### src/rtl/card_shoe_pkg.sv
`default_nettype none
// ============================================================================
// Module   : card_shoe_pkg
// Desc     : Shared card type, deck size, FSM encoding and ordered-deck helper.
// Revision : 1.0 - initial release
// ============================================================================
package card_shoe_pkg;

  typedef logic [3:0] card_t;

  localparam int DECK_SIZE = 52;
  localparam int STATE_W   = 3;

  localparam logic [STATE_W-1:0] S_INIT  = 3'd0;
  localparam logic [STATE_W-1:0] S_PICK  = 3'd1;
  localparam logic [STATE_W-1:0] S_SWAP  = 3'd2;
  localparam logic [STATE_W-1:0] S_READY = 3'd3;
  localparam logic [STATE_W-1:0] S_EMPTY = 3'd4;

  localparam logic [15:0] LFSR_TAPS = 16'hB400;

  // Rank 0 is the ace, ranks 10..12 are face cards worth 10.
  function automatic card_t ordered_card(input logic [5:0] k, input card_t ace);
    logic [5:0] r;
    r = k % 6'd13;
    if (r == 6'd0) return ace;
    if (r <= 6'd9) return r[3:0] + 4'd1;
    return 4'd10;
  endfunction

endpackage
`default_nettype wire

### src/rtl/card_shoe_lfsr16.sv
`default_nettype none
// ============================================================================
// Module   : lfsr16
// Desc     : 16-bit right-shifting Galois LFSR with seed load and step enable.
// Revision : 1.0 - initial release
// ============================================================================
module lfsr16
  import card_shoe_pkg::*;
#(
  parameter logic [15:0] DEFAULT_SEED = 16'hACE1
) (
  input  logic        CLK,
  input  logic        RESET_N,
  input  logic        LOAD,
  input  logic [15:0] SEED,
  input  logic        EN,
  output logic [15:0] Q
);

  logic [15:0] r_q;

  always_ff @(posedge CLK or negedge RESET_N) begin
    if (!RESET_N) begin
      r_q <= DEFAULT_SEED;
    end else if (LOAD) begin
      r_q <= SEED;
    end else if (EN) begin
      r_q <= {1'b0, r_q[15:1]} ^ (r_q[0] ? LFSR_TAPS : 16'h0000);
    end
  end

  assign Q = r_q;

endmodule
`default_nettype wire

### src/rtl/card_shoe.sv
`default_nettype none
// ============================================================================
// Module   : card_shoe
// Desc     : 52-card deck, Fisher-Yates shuffled from an LFSR, dealing one card per REQ.
// Revision : 1.0 - initial release
// ============================================================================
module card_shoe
  import card_shoe_pkg::*;
#(
  parameter bit          SHUFFLE_EN   = 1'b1,
  parameter logic [15:0] DEFAULT_SEED = 16'hACE1,
  parameter int unsigned ACE_VALUE    = 11
) (
  input  logic        CLK,
  input  logic        RESET_N,
  input  logic        SHUFFLE,
  input  logic [15:0] SEED,
  input  logic        REQ,
  output card_t       CARD,
  output logic        CARD_VALID,
  output logic        READY,
  output logic        EMPTY,
  output logic [5:0]  CARDS_LEFT,
  output logic        UNDERFLOW
);

  localparam card_t      c_ACE  = ACE_VALUE[3:0];
  localparam logic [5:0] c_DECK = 6'(DECK_SIZE);
  localparam logic [5:0] c_LAST = 6'(DECK_SIZE - 1);

  logic [STATE_W-1:0] r_state;
  logic [STATE_W-1:0] w_next;
  logic [5:0]         r_k;
  logic [5:0]         r_i;
  logic [5:0]         r_j;
  logic [5:0]         r_ptr;
  card_t              r_card;
  logic               r_card_valid;
  logic               r_underflow;
  card_t              r_deck [DECK_SIZE];

  logic [5:0]         w_j;
  logic [9:0]         w_lfsr_unused;
  logic [15:0]        w_load_seed;
  logic               w_lfsr_en;
  logic               w_deal;
  logic               w_uflow;
  logic               w_pick_ok;

  assign w_load_seed = (SEED == 16'h0000) ? DEFAULT_SEED : SEED;
  assign w_pick_ok   = (w_j <= r_i);

  lfsr16 #(
    .DEFAULT_SEED (DEFAULT_SEED)
  ) u_lfsr (
    .CLK     (CLK),
    .RESET_N (RESET_N),
    .LOAD    (SHUFFLE),
    .SEED    (w_load_seed),
    .EN      (w_lfsr_en),
    .Q       ({w_lfsr_unused, w_j})
  );

  always_ff @(posedge CLK or negedge RESET_N) begin
    if (!RESET_N) begin
      r_state <= S_INIT;
    end else begin
      r_state <= w_next;
    end
  end

  always_comb begin
    w_next = r_state;
    if (SHUFFLE) begin
      w_next = S_INIT;
    end else begin
      case (r_state)
        S_INIT:  if (r_k == c_LAST) w_next = SHUFFLE_EN ? S_PICK : S_READY;
        S_PICK:  if (w_pick_ok) w_next = S_SWAP;
        S_SWAP:  w_next = (r_i == 6'd1) ? S_READY : S_PICK;
        S_READY: if (REQ && (r_ptr == c_LAST)) w_next = S_EMPTY;
        S_EMPTY: w_next = S_EMPTY;
        default: w_next = S_INIT;
      endcase
    end
  end

  // SHUFFLE suppresses both deal and underflow in the cycle it is sampled.
  always_comb begin
    READY      = 1'b0;
    EMPTY      = 1'b0;
    CARDS_LEFT = 6'd0;
    w_lfsr_en  = 1'b0;
    w_deal     = 1'b0;
    w_uflow    = 1'b0;
    case (r_state)
      S_PICK: w_lfsr_en = 1'b1;
      S_READY: begin
        READY      = 1'b1;
        CARDS_LEFT = c_DECK - r_ptr;
        w_deal     = REQ & ~SHUFFLE;
      end
      S_EMPTY: begin
        EMPTY      = 1'b1;
        CARDS_LEFT = c_DECK - r_ptr;
        w_uflow    = REQ & ~SHUFFLE;
      end
      default: ;
    endcase
  end

  always_ff @(posedge CLK or negedge RESET_N) begin
    if (!RESET_N) begin
      r_k          <= 6'd0;
      r_i          <= 6'd0;
      r_j          <= 6'd0;
      r_ptr        <= 6'd0;
      r_card       <= 4'd0;
      r_card_valid <= 1'b0;
      r_underflow  <= 1'b0;
    end else begin
      r_card_valid <= w_deal;
      r_underflow  <= w_uflow;
      if (w_deal) begin
        r_card <= r_deck[r_ptr];
        r_ptr  <= r_ptr + 6'd1;
      end
      if (SHUFFLE) begin
        r_k <= 6'd0;
      end else begin
        case (r_state)
          S_INIT: begin
            r_k   <= r_k + 6'd1;
            r_i   <= c_LAST;
            r_ptr <= 6'd0;
          end
          S_PICK:  if (w_pick_ok) r_j <= w_j;
          S_SWAP:  r_i <= r_i - 6'd1;
          default: ;
        endcase
      end
    end
  end

  // Deck contents need no reset: every path to dealing passes through S_INIT.
  always_ff @(posedge CLK) begin
    if (r_state == S_INIT) begin
      r_deck[r_k] <= ordered_card(r_k, c_ACE);
    end else if (r_state == S_SWAP) begin
      r_deck[r_i] <= r_deck[r_j];
      r_deck[r_j] <= r_deck[r_i];
    end
  end

  assign CARD       = r_card;
  assign CARD_VALID = r_card_valid;
  assign UNDERFLOW  = r_underflow;

endmodule
`default_nettype wire

### config.mk
export PLATFORM = sky130hd
export DESIGN_NAME = card_shoe
export DESIGN_NICKNAME = d
export VERILOG_FILES = /design/src/rtl/card_shoe_pkg.sv /design/src/rtl/card_shoe_lfsr16.sv /design/src/rtl/card_shoe.sv
export SDC_FILE = /design/constraint.sdc
export NUM_CORES = 1
export LEC_CHECK = 0
export CAP_MARGIN = 25
export CORE_AREA = 5 5 189 227
export DETAILED_ROUTE_END_ITERATION = 12
export DIE_AREA = 0 0 194 232
export PLACE_DENSITY_LB_ADDON = 0.12
export SETUP_SLACK_MARGIN = 0.3
export SLEW_MARGIN = 0
export SYNTH_ARGS = -nofsm -noshare
export SYNTH_HDL_FRONTEND = slang
export SYNTH_SLANG_ARGS = --single-unit
export TNS_END_PERCENT = 5
### constraint.sdc
create_clock -name CLK -period 4.9 [get_ports CLK]
set_input_delay 0.49 -clock CLK [delete_from_list [all_inputs] [get_ports CLK]]
set_output_delay 0.49 -clock CLK [all_outputs]
set_load 0.02 [all_outputs]
---- After elaboration in Yosys (flattened, before gate mapping) ----
Memory sizes are Yosys's and may differ from the RTL's. A register that Yosys moved wholly into a read port is not among the register bits.
Index checks and enable logic that the tools add are counted.
cells by class
  $add $sub $neg .......................... 5
  multipliers ............................. 0
  divide/modulo/power cells ............... 1
  order comparisons ....................... 2
  equal/unequal tests ..................... 10
  shifts and indexed selects .............. 0
  muxes and demuxes ....................... 40
  bitwise operators ....................... 3
  reduce and logical (&&, ||, !) cells .... 13
operators with widths
  operator               number
  $mux W16               4
  $mux W6                7
  $mux W4                6
  $logic_not A16 Y1      1
  $mux W1                16
  $xor A15 B16 Y16       1
  $pmux W3 S5            1
  $add A6 B1 Y6 const B  2
  $eq A6 B6 Y1 const B   2
  $mux W3                4
  $pmux W6 S2            1
  $ne A3 B3 Y1 const B   3
  $eq A3 B2 Y1 const B   2
  $eq A6 B1 Y1 const B   1
  $le A6 B4 Y1 const B   1
  $le A6 B6 Y1           1
  $logic_not A6 Y1       1
  $mod A6 B4 Y6 const B  1
  $reduce_and A3 Y1      2
  $reduce_bool A2 Y1     3
  $sub A6 B1 Y6 const B  1
  $sub A6 B6 Y6 const A  1
  $add A4 B1 Y4 const B  1
  $reduce_or A4 Y1       1
  other kinds (10)       10
storage, ports and cells
  register bits ........................... 45
  bits in latches ......................... 0
  RAM bits ................................ 208
  ROM bits ................................ 0
  input bits .............................. 20
  output and inout bits ................... 14
  logic and storage cells ................. 83
  memories ................................ 1
memories
  name    words  width  read ports  clocked after memory_dff  wr ports  RTL line         source
  r_deck  52     4      3           1                         2         card_shoe.sv:40  card_t r_deck [DECK_SIZE];

---- Longest topological paths before layout ----
  depth after elaboration ................. 10
  gate-level depth with buffers ........... 20

---- By module ----
Synthesis repeated with hierarchy kept, for this count alone.
second synthesis, totals
  cells, all modules ...................... 1948
  area total of the unflattened synthesis .. 19627.6 um^2
modules (own cells, without submodules)
  module     instances  cells each  area each (um^2)  sequential area each (um^2)
  card_shoe  1          1874        18823.1           7071.8
  lfsr16     1          74          804.5             410.4

---- Worst setup path after synthesis ----
Ideal clock, no wire load.
  path kind ............................... register to register
  from .................................... register r_k[2]
  to ...................................... memory r_deck[10][1] (netlist name), data pin
  setup time .............................. 266 ps
  arrival time ............................ 3674 ps
  data required time ...................... 4634 ps
  setup slack ............................. 960 ps
  stages on the path, launching flop included .. 17
  path buffers ............................ 2
  clock period less this slack ............ 3940 ps
  cells stage by stage .................... dfrtp_1 -> buf_4 -> nor3_1 -> a21oi_1 -> ha_1 -> o211a_1 -> nor4_2 -> o211ai_1 -> a32oi_1 -> ha_1 -> inv_1 -> o2111a_1 -> o21ai_0 -> and4_1 -> a31o_2 -> clkbuf_1 -> o21ai_1
RTL lines
  element                 RTL line          source
  from (decl)             card_shoe.sv:33   logic [5:0] r_k;
  from (signal assigned)  card_shoe.sv:133  r_k <= r_k + 6'd1;
  to (decl)               card_shoe.sv:40

==> flow_summary.toml <==
[run_status]
status = "complete, no violations"

[cts]
cts_root_buf = "clkbuf_16"
htreeDepth = 1
numCtsBuffers = 29
cts_tree = "yes"
clk_path_buf_depth = 3
cts.sinks = 257
post_cts_buffers = 0
clock_latency_ns = 0.59
hold_buffers = 0
clk_pin_slew_worst_paths_ns = 0.06

[sta]
slew_viol_final = 0
clock_skew_ns = 0.01565
setup_viol = 0
slew-limit-headroom_pct = 36.29
rsz0062_at_grt = "false"
fin_tns_setup_ns = 0
post-route-min-period_ns = 4.275
worst_slew_pin_slew_ns = 0.9557
fmax_mhz = 233.9
timing.final.ws_setup_ns = 0.6248
finalHoldViolations = 0
fin_crit_sh_pct = 87.25
hold_slack_ns = 0.02193

[die]
die-area_um2 = 45010
start_util_pct = 44.37
fp.coreArea_um2 = 40440
fp.dieH_um = 232
ios = 34
dieWidth_um = 194
rows = 81

[grt]
grt_use_total_pct = 30.38
grt_max_degree = 56
grt_pass1_wl_mm = 102.4
antenna_found_initial = 0
grt_pass1_vias = 14884
overflow = 0

[placement]
detailed_place.area_um2 = 19240
dp_slack_ns = 0.6329
portBuffers = 33
dp.final_hpwl_mm = 49.71
gp_congestion = 1.001

[critical_path]
cp_max_fo = 31
crit_required_ns = 5.22
startpoint_type = "flop"
crit_type = "reg2reg"
endpoint_kind = "flop"
cp.arrival_ns = 4.59

[finish]
num-fill-cells = 3667
multi_input_area_um2 = 9677
final_cell_area_um2 = 20240
ff_latch_area_um2 = 7497
nets = 1821
antenna_cells = 0
drive_gt1_share_pct = 20.03
area_delta_synth_final_pct = 12.80

[power]
comb_power_share_pct = 45.7
p_int_w = 0.005964
p_leak_nw = 6.723
switchingPower_w = 0.004128
powerDensity_nw_per_um2 = 498.6
p_clk_share_pct = 22.8
seq_power_share_pct = 31.5
p_sw_share_pct = 40.90
peakVddDrop_uv = 336.3
power_w = 0.01009

[logic_synthesis]
synth-main-ff-cell = "edfxtp_1"
ys_seq_area_share_pct = 41.70
yosys_warnings = 0
async_flop_share_pct = 19.07
synth_top_area_cell = "edfxtp_1"
synth_most_common_cell = "nand2_1"
synth_top_cells_by_area = "edfxtp_1 35%, mux4_2 16%, dfrtp_1 5.7%, nand2_1 4.9%, nor2_1 4.4%"
avgSynthCellArea_um2 = 10.26
synth_enable_flop_cells = 208
synthCells = 1749
syn_nets = 1786
synthTopCellsByCount = "236 x nand2_1, 209 x nor2_1, 208 x edfxtp_1"
synth_seq_cells = 257
synth.top_cell.area_share_pct = 34.81
synth_area_um2 = 17940
yosysUniqueCellTypes = 79

[routing]
wl_per_cell_um = 29.78
via_count = 15607
first_pass_iters = 6
drt_iter0_drc = 2073
ant_nets = 0
vias_per_cell = 6.653
route.detailed.drc = 0
routed_wl_mm = 69.87

[hold_path]
hp-class = "in2async"

[job]
cap_violations = 0
==> power by group through the flow <==
stage          logic, W  registers (W)  clock network, W
2_1_floorplan   0.00304        0.00297                 0
3_3_place_gp    0.00443        0.00320                 0
3_5_place_dp    0.00450        0.00321                 0
4_1_cts         0.00452        0.00316           0.00231
5_1_grt         0.00482        0.00320           0.00241
6_report        0.00461        0.00318           0.00230
==> registers in the layout (all words and copies together), names as in the netlist <==
| register | cells |
|---|---|
| CARD | 4 |
| r_ptr | 6 |
| r_deck | 208 |
| CARD_VALID | 1 |
| r_state | 3 |
| r_i | 6 |
| UNDERFLOW | 1 |
| r_j | 6 |
| u_lfsr.Q | 16 |
| r_k | 6 |
==> layout by cell type, fill, tap and decap left out, types with 17 or more instances in the layout <==
cell and instances:
a21oi_1 135, ha_1 17, mux4_2 129, mux2i_1 61
o21ai_0 94, mux2_2 31, dfrtp_1 33, inv_1 21
clkdlybuf4s50_1 32, o21ai_1 103, edfxtp_1 208, clkbuf_16 30
nand2_1 236, nor3_1 21, buf_4 108, nand3_1 27
nor2_1 209, o221ai_1 20
==> per-layer routing <==
metal  GRT usage [%]  vias up  part of all wire (%)
met3           5.935      236                    10
met5               0        -                     0
li1                -     6743                     -
met1           39.52     7627                    37
met4           17.76        0                   7.2
met2           47.58     1001                    45
==> cell type report <==
cell class / count / share of cell area [%]
tap: 539 / 3.332
timing repair buffer: 150 / 6.503
multi-input combinational: 1320 / 47.81
inverter: 26 / 0.4822
clock inverter: 15 / 0.8037
sequential: 257 / 37.04
clock buffer: 39 / 4.024
==> final timing paths <==
kind	startpoint	to	slack, ns	depth (start not counted)
max in group asynchronous	RESET_N	r_i[0]$_DFFE_PN0P_	4.38	2
hold / removal	RESET_N	UNDERFLOW$_DFF_PN0_	0.02	2
hold reg to reg	CARD[0]$_DFFE_PN0P_	CARD[0]$_DFFE_PN0P_	0.51	1
setup / recovery	r_k[4]$_DFFE_PN0P_	r_deck[25][0]$_DFFE_PP_	0.62	16
setup reg to reg	r_k[4]$_DFFE_PN0P_	r_deck[25][0]$_DFFE_PP_	0.62	16
min in group CLK	CARD[0]$_DFFE_PN0P_	CARD[0]$_DFFE_PN0P_	0.51	1
==> logic make-up (layout without fill, tap and decap cells) <==
| family | count (synthesis) | count (layout) | synth area share, % |
|---|---|---|---|
| simple gates | 578 | 578 | 13.81 |
| compound gates | 487 | 487 | 16.32 |
| flops | 257 | 257 | 41.70 |
| mux | 221 | 221 | 21.54 |
| buf+inv | 172 | 230 | 4.609 |
| fa+ha+maj | 17 | 17 | 1.185 |
| xor+xnor | 17 | 17 | 0.8298 |
==> stage by stage <==
stage	util, %	std cells
global placement	47.59	2292
floorplan	-	1749
CTS	50.01	2346
detailed placement	47.59	2292
global route	50.05	2346
finish	50.05	2346
==> repair_timing <==
item	in CTS	in global routing
setup endpoints to repair	0	165
resized for setup	0	5
endpoints found under the hold margin	0	0
==> critical path: stages (launching register included) <==
cell and delay (ns):
dfrtp_1 0.36, buf_4 0.21, nand2_1 0.07, a21oi_1 0.19
ha_1 0.34, and4bb_2 0.30, o21a_1 0.20, a211oi_2 0.36
nand3_1 0.14, a32oi_1 0.31, inv_1 0.08, ha_1 0.22
and3_1 0.17, a31oi_1 0.28, o221a_2 0.25, buf_4 0.37
a21oi_1 0.12
Power figures use the tool's default switching activity.
==> RTL edit: new RTL, same flow settings <==
Change the package constant `STATE_W` from 3 to 6.
--- a/src/rtl/card_shoe_pkg.sv
+++ b/src/rtl/card_shoe_pkg.sv
@@ -10,5 +10,5 @@
 
   localparam int DECK_SIZE = 52;
-  localparam int STATE_W   = 3;
+  localparam int STATE_W   = 6;
 
   localparam logic [STATE_W-1:0] S_INIT  = 3'd0;
Formal check against the unedited RTL: no difference found for any inputs over 10 cycles, from zero or initial values and one cycle with RESET_N low; that may be too few to reach the edited logic, so the function may still have changed.
==> RTL edit against the original RTL <==
  * Via count rose by 0.83%
  * Final area fell by 0.44%
  * Highest routed layer unchanged
  * Wire length is 0.52% lower
  * Fmax is 2.9% lower
  * Sequential cell count unchanged
  * Setup slack lost 0.13 ns
  * Core utilization shrank 0.22 points
  * Clock power shrank 4%
  * Total power shrank 0.47%
  * Die area unchanged
  * Area after synthesis rose by 0.24%
  * Critical path depth up 2
==> RTL edit: results (changes against the original RTL) <==
vias in the first global route 14.90k (+0.074%); Detail Placement HPWL 47.84 mm (-3.8%); Inserted Clock Buffers 28 (-3.4%); first-pass GRT wire length 100.4 mm (-2.0%); Critical Path AT 4.71 ns (+0.12 ns); pin count of the biggest net entering global routing 63 (+13%); LEAKAGE 0.006633 µW (-1.3%); Post-Place Cells 2272 (-0.87%); Worst slew margin 24.84% (-11 points); Post-Route WL 69.51 mm (-0.52%); WL/cell 29.86 µm (+0.25%); Fillers 3676 (+0.25%); CP max FO 16 (-48%); Worst path max stage delay 0.49 ns (+0.12 ns); Crit-path slowest cell nor4_1; post-DR vias/cell 6.760 (+1.6%); worst clock skew 0.01695 ns (+0.001305 ns); Cells after Synth 1757 (+0.46%); Synth area leaders edfxtp_1 35%, mux4_2 16%, dfrtp_1 5.7%, nand2_1 5.1%, nor2_1 4.4%; worst vdd ir 0.2686 mV (-20%); status completed; GRT Total Usage 29.62% (-0.76 points); antenna violations before repair 1 (+1); total placed instance area 0.01911 mm² (-0.68%); clk_lat worst skew 0.57 ns (-0.02 ns); share of layout cells above drive strength 1 18.67% (-1.4 points); Ys Warns 0 (unchanged); Post-synth top cells 245 x nand2_1, 213 x nor2_1, 208 x edfxtp_1, 138 x a21oi_1, 129 x mux4_2
RTL edit: changes by cell type after synthesis, sizes merged, moves of 5 or more:
cell	unedited run	this run
nand2	237	245
mux2	31	24
clkbuf	61	66
buf	85	79
mux2i	61	66
RTL edit: report_power, final:
group | switching [µW] | internal [µW]
clock network | 918 | 1290
logic | 2780 | 1810
registers | 409 | 2840
total | 4110 | 5940
RTL edit: cell families (layout without fill, tap and decap cells):
family | after synthesis | count (layout) | synth area share [%]
buf+inv | 171 | 202 | 4.807
fa+ha+maj | 17 | 17 | 1.183
mux | 219 | 219 | 21.33
simple gates | 587 | 587 | 13.97
compound gates | 489 | 490 | 16.28
flops | 257 | 257 | 41.60
xor+xnor | 17 | 17 | 0.8278
RTL edit: path summary, 6_finish.rpt:
| kind | startpoint | slack (ns) | to | cells past startpoint |
|---|---|---|---|---|
| worst max-delay path | r_k[3] | 0.50 | r_deck[14][1] | 18 |
| worst min-delay path | RESET_N | 0.02 | CARD[3] | 2 |
| worst max register to register | r_k[3] | 0.50 | r_deck[14][1] | 18 |
| worst min register to register | CARD[3] | 0.48 | CARD[3] | 1 |
| max in group asynchronous | RESET_N | 4.37 | r_i[0] | 2 |
| min in group CLK | CARD[3] | 0.48 | CARD[3] | 1 |
RTL edit: per-layer routing:
metal	share of wire, %	GRT usage, %	routed length, µm	vias to the layer above
met5	0	0	0	-
met4	6.4	14.59	4426	0
met3	11	6.211	7772	246
met2	45	46.83	31450	1105
met1	37	39.06	25860	7663
li1	-	-	-	6723
RTL edit: through the flow:
stage,setup slack [ns],util [%]
after CTS,0.3594,49.57
final,0.4967,49.83
after floorplan,0.9796,-
after global placement,0.4533,47.27
after detailed placement,0.3655,47.27
after global routing,0.2627,49.83
RTL edit: timing repair:
action / in CTS / in global routing
endpoints found under the hold margin: 0 / 0
resized for setup: 0 / 10
buffers inserted: 0 / 4
setup endpoints to repair: 0 / 131
RTL edit: cell type report:
| cell class | instances | share of cell area [%] |
|---|---|---|
| multi-input combinational | 1330 | 48.38 |
| tap | 539 | 3.347 |
| clock buffer | 43 | 4.210 |
| inverter | 26 | 0.4843 |
| sequential | 257 | 37.20 |
| clock inverter | 7 | 0.4098 |
| timing repair buffer | 126 | 5.973 |
